[src/rtl/mem_arbiter.sv]
// mem_arbiter: shares the single RAM port between the instruction-fetch and
// data (load/store) requesters of the CPU.
//
// The grant FSM is registered and sits in IDLE between any two grants. Data
// requests have priority. A saturating starvation counter forces an
// instruction grant once STARVE_MAX data grants have completed while iREN
// was held.
//
// Ports:
//   CLK, nRST                clock (rising edge), async active-low reset
//   iREN, iaddr              instruction read request (level) and address
//   iwait, iload             instruction stall and read data
//   dREN, dWEN               data read/write requests (level)
//   daddr, dstore            data address and write data
//   dwait, dload             data stall and read data
//   ramREN, ramWEN           RAM read/write enables
//   ramaddr, ramstore        RAM address and write data
//   ramload, ramstate        RAM read data; 0=FREE 1=BUSY 2=ACCESS 3=ERROR
module mem_arbiter #(
  parameter int unsigned STARVE_MAX = 4,
  parameter int unsigned ADDR_W     = 32
) (
  input  logic              CLK,
  input  logic              nRST,
  // instruction side
  input  logic              iREN,
  input  logic [ADDR_W-1:0] iaddr,
  output logic              iwait,
  output logic [ADDR_W-1:0] iload,
  // data side
  input  logic              dREN,
  input  logic              dWEN,
  input  logic [ADDR_W-1:0] daddr,
  input  logic [ADDR_W-1:0] dstore,
  output logic              dwait,
  output logic [ADDR_W-1:0] dload,
  // RAM side
  output logic              ramREN,
  output logic              ramWEN,
  output logic [ADDR_W-1:0] ramaddr,
  output logic [ADDR_W-1:0] ramstore,
  input  logic [ADDR_W-1:0] ramload,
  input  logic [1:0]        ramstate
);

  localparam logic [1:0] IDLE  = 2'd0;
  localparam logic [1:0] GNT_I = 2'd1;
  localparam logic [1:0] GNT_D = 2'd2;

  localparam logic [1:0] RAM_ACCESS = 2'd2;

  localparam logic [3:0] STARVE_LIM = 4'(STARVE_MAX);

  logic [1:0] state_q, state_d;
  logic [3:0] starve_q, starve_d;

  logic dreq;
  logic ram_access;
  logic idone;
  logic ddone;

  assign dreq       = dREN | dWEN;
  assign ram_access = (ramstate == RAM_ACCESS);

  // A grant only completes while its requester still asks for it; a dropped
  // request in a grant state is an abort and never reports done.
  assign idone = (state_q == GNT_I) & iREN & ram_access;
  assign ddone = (state_q == GNT_D) & dreq & ram_access;

  assign iwait = iREN & ~idone;
  assign dwait = dreq & ~ddone;
  assign iload = idone ? ramload : '0;
  assign dload = ddone ? ramload : '0;

  // RAM drive. Enables follow the live request level so an abort releases
  // the RAM in the same cycle. BUSY/FREE/ERROR simply keep the request up,
  // which is also how ERROR retries the access.
  always_comb begin
    ramREN   = 1'b0;
    ramWEN   = 1'b0;
    ramaddr  = '0;
    ramstore = '0;
    case (state_q)
      GNT_I: begin
        ramREN  = iREN;
        ramaddr = iaddr;
      end
      GNT_D: begin
        // write wins when both dREN and dWEN are set
        ramWEN   = dWEN;
        ramREN   = dREN & ~dWEN;
        ramaddr  = daddr;
        ramstore = dWEN ? dstore : '0;
      end
      default: ;
    endcase
  end

  // Next state and starvation count
  always_comb begin
    state_d  = state_q;
    starve_d = starve_q;
    case (state_q)
      IDLE: begin
        if (!iREN) starve_d = '0;
        if (dreq && iREN && (starve_q == STARVE_LIM)) begin
          state_d = GNT_I;
        end else if (dreq) begin
          state_d = GNT_D;
        end else if (iREN) begin
          state_d = GNT_I;
        end
      end
      GNT_I: begin
        if (!iREN || idone) state_d = IDLE;
        if (idone) starve_d = '0;
      end
      GNT_D: begin
        if (!dreq || ddone) state_d = IDLE;
        if (ddone && iREN && (starve_q != STARVE_LIM)) starve_d = starve_q + 4'd1;
      end
      default: state_d = IDLE;
    endcase
  end

  always_ff @(posedge CLK or negedge nRST) begin
    if (!nRST) begin
      state_q  <= IDLE;
      starve_q <= '0;
    end else begin
      state_q  <= state_d;
      starve_q <= starve_d;
    end
  end

endmodule

[config.mk]
export PLATFORM = sky130hd
export DESIGN_NAME = mem_arbiter
export DESIGN_NICKNAME = d
export VERILOG_FILES = /design/src/rtl/mem_arbiter.sv
export SDC_FILE = /design/constraint.sdc
export NUM_CORES = 1
export LEC_CHECK = 0
export CORE_AREA = 2 2 104 106
export CTS_BUF_LIST = sky130_fd_sc_hd__clkbuf_2 sky130_fd_sc_hd__clkbuf_4 sky130_fd_sc_hd__clkbuf_8
export DETAILED_ROUTE_END_ITERATION = 16
export DIE_AREA = 0 0 106 108
export MAX_ROUTING_LAYER = met4
export SYNTH_ARGS = -nofsm -noshare
export SYNTH_HDL_FRONTEND = slang
export SYNTH_SLANG_ARGS = --single-unit
[constraint.sdc]
create_clock -name CLK -period 1.9 [get_ports CLK]
set_clock_uncertainty 0.2 [all_clocks]
set_input_delay 0.38 -clock CLK [delete_from_list [all_inputs] [get_ports CLK]]
set_output_delay 0.38 -clock CLK [all_outputs]
set_load 0.01 [all_outputs]
==> results_dict.tcl, run 1 <==
set metrics [dict create \
    violations "setup timing" \
    die_x_um 106 \
    clockBufferDepth 2 \
    synthCells 242 \
    ff2ff_setup_slack_ns -0.26 \
    pwr-share-seq_pct 3.4 \
    yosys.cell_types.count 30 \
    cp_max_fo 8 \
    worst_path_largest_cell_delay_ns 0.41 \
    rsz0062_at_grt "true" \
    first_iter_violations 82 \
    async_flop_share_pct 100 \
    syn2layout_area_growth_pct 241 \
    fmax_mhz 421 \
    crit_top_cell "buf_6" \
    critPathKind "reg2out" \
    grt_antenna_before_repair 1 \
    grt_pass1_vias 2999 \
    io_buffer_count 266 \
    outcome "complete, but fails checks" \
    pwr-share-clk_pct 3.8 \
    combPwrFrac_pct 92.9 \
    synth_fp_nets 383 \
    final_cell_mix "clkdlybuf4s50_1 (130), buf_6 (87), and2_4 (47)" \
    drive_above_1_share_pct 56.4 \
    insertion_delay_ns 0.23 \
    die_area_mm2 0.0114 \
    avgSynthCellArea_um2 6.93 \
    hpwl_um 7730 \
    power_leakage_nw 2.86 \
    arrival_ns 1.80 \
    vias_per_cell 4.49 \
    grt_max_degree 36 \
    layout_commonest_cell "clkdlybuf4s50_1" \
    ys_seq_area_share_pct 8.95 \
    critical-path-top-delay-family "buffers and inverters" \
    overflow 0 \
    ant_nets 0 \
    p_switching_w 0.00204 \
    nNetsFinal 703 \
    cp_slowest_cell "dfrtp_1" \
    fin_crit_sh_pct 125 \
    hold_viol 0 \
    gp_congestion 0.745 \
    cp-start-kind "register" \
    place_ws_ns -0.819 \
    p_int_w 0.00315 \
    synth_seq_cells 6 \
    core_mm2 0.0102 \
    ys.flop_type "dfrtp_1" \
    cts_buffers 3 \
    worst_pin_slew_ns 0.297 \
    synth-edff-count 0 \
    num_rows 37 \
    cp.required_ns 1.32 \
    htree_num_levels 1 \
    dr_total_vias 3129 \
    post_drt_wl_per_cell_um 16.9 \
    max_slew_margin_pct 80.1 \
    cts_tree "built" \
    cts.sinks 6 \
    power_density_mw_per_mm2 905 \
    setup_ws_ns -0.478 \
    crit_chain "buf_6 -> ha_4 -> buf_12 -> o21ai_4 -> nor2_4 -> buf_6 -> buf_8 -> buf_6 -> nor2_4 -> buf_6" \
    min_path_type "in2async" \
    drc 0 \
    start_util_pct 16.4 \
    slew_viol_final 0 \
    dieHeight_um 108 \
    drt_first_pass_iters 4 \
    ir_worst_vdd_uv 473 \
    drv_cap 0 \
    min_period_ns 2.38 \
    grt_pass1_wl_um 15000 \
    yosysWarnings 0 \
    critPathBufInv 6 \
    cp-end-kind "output port" \
    wirelength_um 11800 \
    track_usage_pct 16.6 \
    pin_count 267 \
    synthesis.area_mm2 0.00168 \
    final_util_pct 56.0 \
    clk_pin_slew_ns 0.04 \
    root_buffer "clkbuf_8" \
    setup_viol 136 \
    switching_share_pct 39.3 \
]
worst reg2reg max path: stages (launching register included):
cell and delay [ns]:
dfrtp_1 0.40, buf_6 0.13, ha_4 0.18, buf_4 0.16
buf_8 0.15, buf_4 0.15, a221oi_4 0.25, buf_6 0.16
o22ai_2 0.07, a41o_1 0.20
layer usage:
| layer | GRT usage [%] | up-vias | share of wire [%] |
|---|---|---|---|
| li1 | - | 1482 | - |
| met1 | 16.8 | 1449 | 36 |
| met2 | 33.0 | 181 | 54 |
| met3 | 2.71 | 17 | 7.6 |
| met4 | 4.23 | 0 | 2.2 |
| met5 | - | - | 0 |
sequential cells by signal, summed over array words and instances (netlist names):
signal / count
starve_q: 4
state_q: 2
cells in the mapped netlist (all sizes together), types with 5 or more instances:
library cell / count / area [µm²]
and2: 65 / 407
a22oi: 32 / 240
clkbuf: 19 / 71.3
ha: 6 / 75.1
buf: 5 / 21.3
dfrtp: 6 / 150
nand2: 9 / 33.8
nor2b: 32 / 200
nor2: 5 / 18.8
and3: 33 / 206
inv: 6 / 22.5
final cells by class:
type | instances | area, µm²
Antenna cell | 1 | 2.50
Clock buffer | 3 | 41.3
Fill cell | 920 | 4500
Inverter | 6 | 22.5
Multi-Input combinational cell | 206 | 1910
Sequential cell | 6 | 150
Tap cell | 136 | 170
Timing Repair Buffer | 339 | 3440
kinds of logic (layout without fill, tap and decap cells):
| family | Yosys count | in the layout | synth area share [%] |
|---|---|---|---|
| buffers and inverters | 30 | 348 | 6.86 |
| adders and majority gates | 6 | 6 | 4.47 |
| and+or+nand+nor | 153 | 153 | 55.9 |
| AOI/OAI and AO/OA | 45 | 45 | 22.6 |
| DFF | 6 | 6 | 8.95 |
| muxes | 2 | 2 | 1.19 |
| other | 0 | 1 | 0 |
power by group through the flow:
stage / combinational (W) / sequential, W / clock [W]
3_3_place_gp: 0.00304 / 0.000169 / 0
6_report: 0.00481 / 0.000176 / 0.000194
3_5_place_dp: 0.00307 / 0.000169 / 0
2_1_floorplan: 0.00148 / 0.000168 / 0
4_1_cts: 0.00322 / 0.000173 / 0.000197
5_1_grt: 0.00511 / 0.000179 / 0.000209
through the flow:
| stage | total power, W | hold slack [ns] | setup TNS [ns] | std cells | instance area (µm²) |
|---|---|---|---|---|---|
| finish | 0.00518 | 0.207 | -44.33 | 697 | 5730 |
| global route | 0.00550 | 0.229 | -52.12 | 697 | 5730 |
| CTS | 0.00359 | 0.217 | -57.74 | 661 | 5000 |
| detailed placement | 0.00324 | 0.343 | -86.34 | 638 | 4660 |
| global placement | 0.00321 | 0.334 | -85.87 | 638 | 4660 |
| floorplan | 0.00164 | -0.116 | -0.0225 | 242 | 1760 |
worst paths after layout:
| path | startpoint | end | depth (start not counted) |
|---|---|---|---|
| max in group asynchronous | nRST | state_q[0]$_DFFE_PN0P_ | 1 |
| min in group CLK | starve_q[3]$_DFFE_PN0P_ | starve_q[3]$_DFFE_PN0P_ | 1 |
| max | state_q[1]$_DFFE_PN0P_ | dwait | 10 |
| min reg2reg | starve_q[3]$_DFFE_PN0P_ | starve_q[3]$_DFFE_PN0P_ | 1 |
| max reg2reg | state_q[0]$_DFFE_PN0P_ | starve_q[0]$_DFFE_PN0P_ | 9 |
| min | nRST | starve_q[0]$_DFFE_PN0P_ | 1 |
what timing repair did:
action                                  in CTS  in global routing
resized for setup                          340                333
setup buffers                               16                 29
hold buffers                                 0                  0
endpoints found under the setup margin     138                138
pin swaps                                   19                 33
gates cloned                                 4                  9
(Power assumes the default switching activity.)
==> run 2, diff against run 1 <==
--- a/config.mk
+++ b/config.mk
@@ -9,7 +9,9 @@
 export CTS_BUF_LIST = sky130_fd_sc_hd__clkbuf_2 sky130_fd_sc_hd__clkbuf_4 sky130_fd_sc_hd__clkbuf_8
 export DETAILED_ROUTE_END_ITERATION = 16
 export DIE_AREA = 0 0 106 108
+export GPL_TIMING_DRIVEN = 0
 export MAX_ROUTING_LAYER = met4
+export SLEW_MARGIN = 20
 export SYNTH_ARGS = -nofsm -noshare
 export SYNTH_HDL_FRONTEND = slang
 export SYNTH_SLANG_ARGS = --single-unit
==> run 2 against run 1 <==
Net effect: the run still ends with setup timing left; final area fell by 3.5%; maximum frequency rose by 3.7%; hold slack got worse by 0.0019 ns; clock power fell by 5%; global-route usage rose by 0.99 points; via count fell by 2.1%; final cell count fell by 0.29%; critical path type unchanged; largest power group unchanged; highest routed layer unchanged.
==> results_dict.tcl, run 2 (synthesized netlist as in run 1, its figures left out) <==
set metrics [dict create \
    outcome "complete, but fails checks" \
    violations "setup timing" \
    critPathKind "reg2out" \
    io_buffer_count 266 \
    die_area_mm2 0.0114 \
    cp_max_fo 7 \
    first_iter_violations 78 \
    syn2layout_area_growth_pct 229 \
    gp_congestion 0.836 \
    dr_total_vias 3063 \
    clockBufferDepth 2 \
    pin_count 267 \
    antenna_cells 0 \
    power_density_mw_per_mm2 844 \
    cp-end-kind "output port" \
    place_ws_ns -1.14 \
    grt_antenna_before_repair 0 \
    grt_pass1_wl_um 16000 \
    dieHeight_um 108 \
    power_leakage_nw 2.60 \
    rr_startpoint "state_q[0]$_DFFE_PN0P_" \
    hold_viol 0 \
    ant_nets 0 \
    layout_commonest_cell "clkdlybuf4s50_1" \
    core_mm2 0.0102 \
    drt_first_pass_iters 4 \
    drc 0 \
    insertion_delay_ns 0.22 \
    ff_latch_area_um2 151 \
    overflow 0 \
    multiInputGateArea_mm2 0.00187 \
    vias_per_cell 4.41 \
    min_path_type "in2async" \
    fin_crit_sh_pct 121 \
    htree_num_levels 1 \
    root_buffer "clkbuf_8" \
    fmax_mhz 436 \
    grt_pass1_vias 3199 \
    r2r_end "starve_q[3]$_DFFE_PN0P_" \
    hpwl_um 8230 \
    setup_ws_ns -0.393 \
    track_usage_pct 17.6 \
    ir_worst_vdd_uv 521 \
    setup_viol 135 \
    cp.required_ns 1.32 \
    final_cell_mix "clkdlybuf4s50_1 (129), buf_6 (85), buf_2 (73)" \
    nNetsFinal 702 \
    largest_reg_flops 4 \
    die_x_um 106 \
    rsz0062_at_grt "true" \
    num_rows 37 \
    cts.sinks 6 \
    worst_pin_slew_ns 0.389 \
    start_util_pct 16.4 \
    arrival_ns 1.71 \
    drv_cap 0 \
    min_period_ns 2.29 \
    cts_buffers 3 \
    top_regs "starve_q (4), state_q (2)" \
    power_w 0.00467 \
    max_slew_margin_pct 74.0 \
    cts_tree "built" \
    clk_pin_slew_ns 0.03 \
    wirelength_um 10800 \
    fill_cells 965 \
    regMostFlops "starve_q" \
    final_cell_area_mm2 0.00553 \
    drive_above_1_share_pct 57.6 \
    cp-start-kind "register" \
    post_dp_cell_area_mm2 0.00459 \
    grt_max_degree 12 \
    ff2ff_setup_slack_ns -0.09 \
    post_drt_wl_per_cell_um 15.6 \
    slew_viol_final 0 \
    reg2regPathDepth 7 \
]
[run 2: cell count changes in the layout (fill, tap and decap cells not counted), sizes merged]
cell,delta
buf,+13
clkbuf,-1
clkdlybuf4s50,-1
diode,-1
dlymetal6s2s,-12
[run 2: cell type report]
cell class / count / area share, %
plain buffers: 20 / 5.07
clock buffers: 3 / 0.747
inverters: 6 / 0.408
multi-input cells: 206 / 33.8
flip-flops and latches: 6 / 2.74
well taps: 136 / 3.08
repair buffers: 318 / 54.1
[run 2: critical path, cell delays in order (launching register included)]
cell and delay [ns]:
dfrtp_2 0.43, inv_2 0.09, ha_4 0.18, nand2_4 0.07, nor2_4 0.23, buf_8 0.14
buf_6 0.11, and2_4 0.14, buf_6 0.09
[run 2: where the power goes]
group	switching, W	total (W)	internal (W)
Clock	0.0000497	0.000185	0.000136
Combinational	0.00178	0.00430	0.00252
Sequential	0.0000268	0.000181	0.000154
Total	0.00186	0.00467	0.00281
[run 2: how the worst max path moves through the flow]
stage / endpoint / slack [ns] / startpoint
final: iload[17] / -0.39 / state_q[1]$_DFFE_PN0P_
after detailed placement: iload[24] / -1.14 / iREN
after CTS: iload[16] / -0.47 / state_q[1]$_DFFE_PN0P_
after global placement: iload[24] / -1.08 / iREN
after floorplan: iload[22] / -0.002 / state_q[1]$_DFFE_PN0P_
after global routing: ramaddr[28] / -0.47 / state_q[0]$_DFFE_PN0P_
[run 2: repair_timing]
item	in CTS	in global routing
hold buffers	0	0
setup buffers	42	5
endpoints found under the hold margin	0	0
gates cloned	8	4
pin swaps	53	24
endpoints found under the setup margin	138	138
gates resized for setup	713	90
[run 2: layer usage]
layer	share of wire, %	global-route usage (%)	up-vias
met2	54	35.1	167
met4	1.2	3.48	0
met1	38	18.0	1408
met3	7.0	2.95	10
met5	0	-	-
li1	-	-	1478
[run 2: per-stage QoR]
stage	cells	hold slack, ns	utilization [%]	TNS, ns
6_report	695	0.205	54.0	-35.31
5_1_grt	695	0.231	54.0	-44.54
3_3_place_gp	644	0.327	44.9	-112.63
2_1_floorplan	242	-0.116	-	-0.0225
3_5_place_dp	644	0.342	44.9	-117.13
4_1_cts	693	0.210	50.2	-46.22
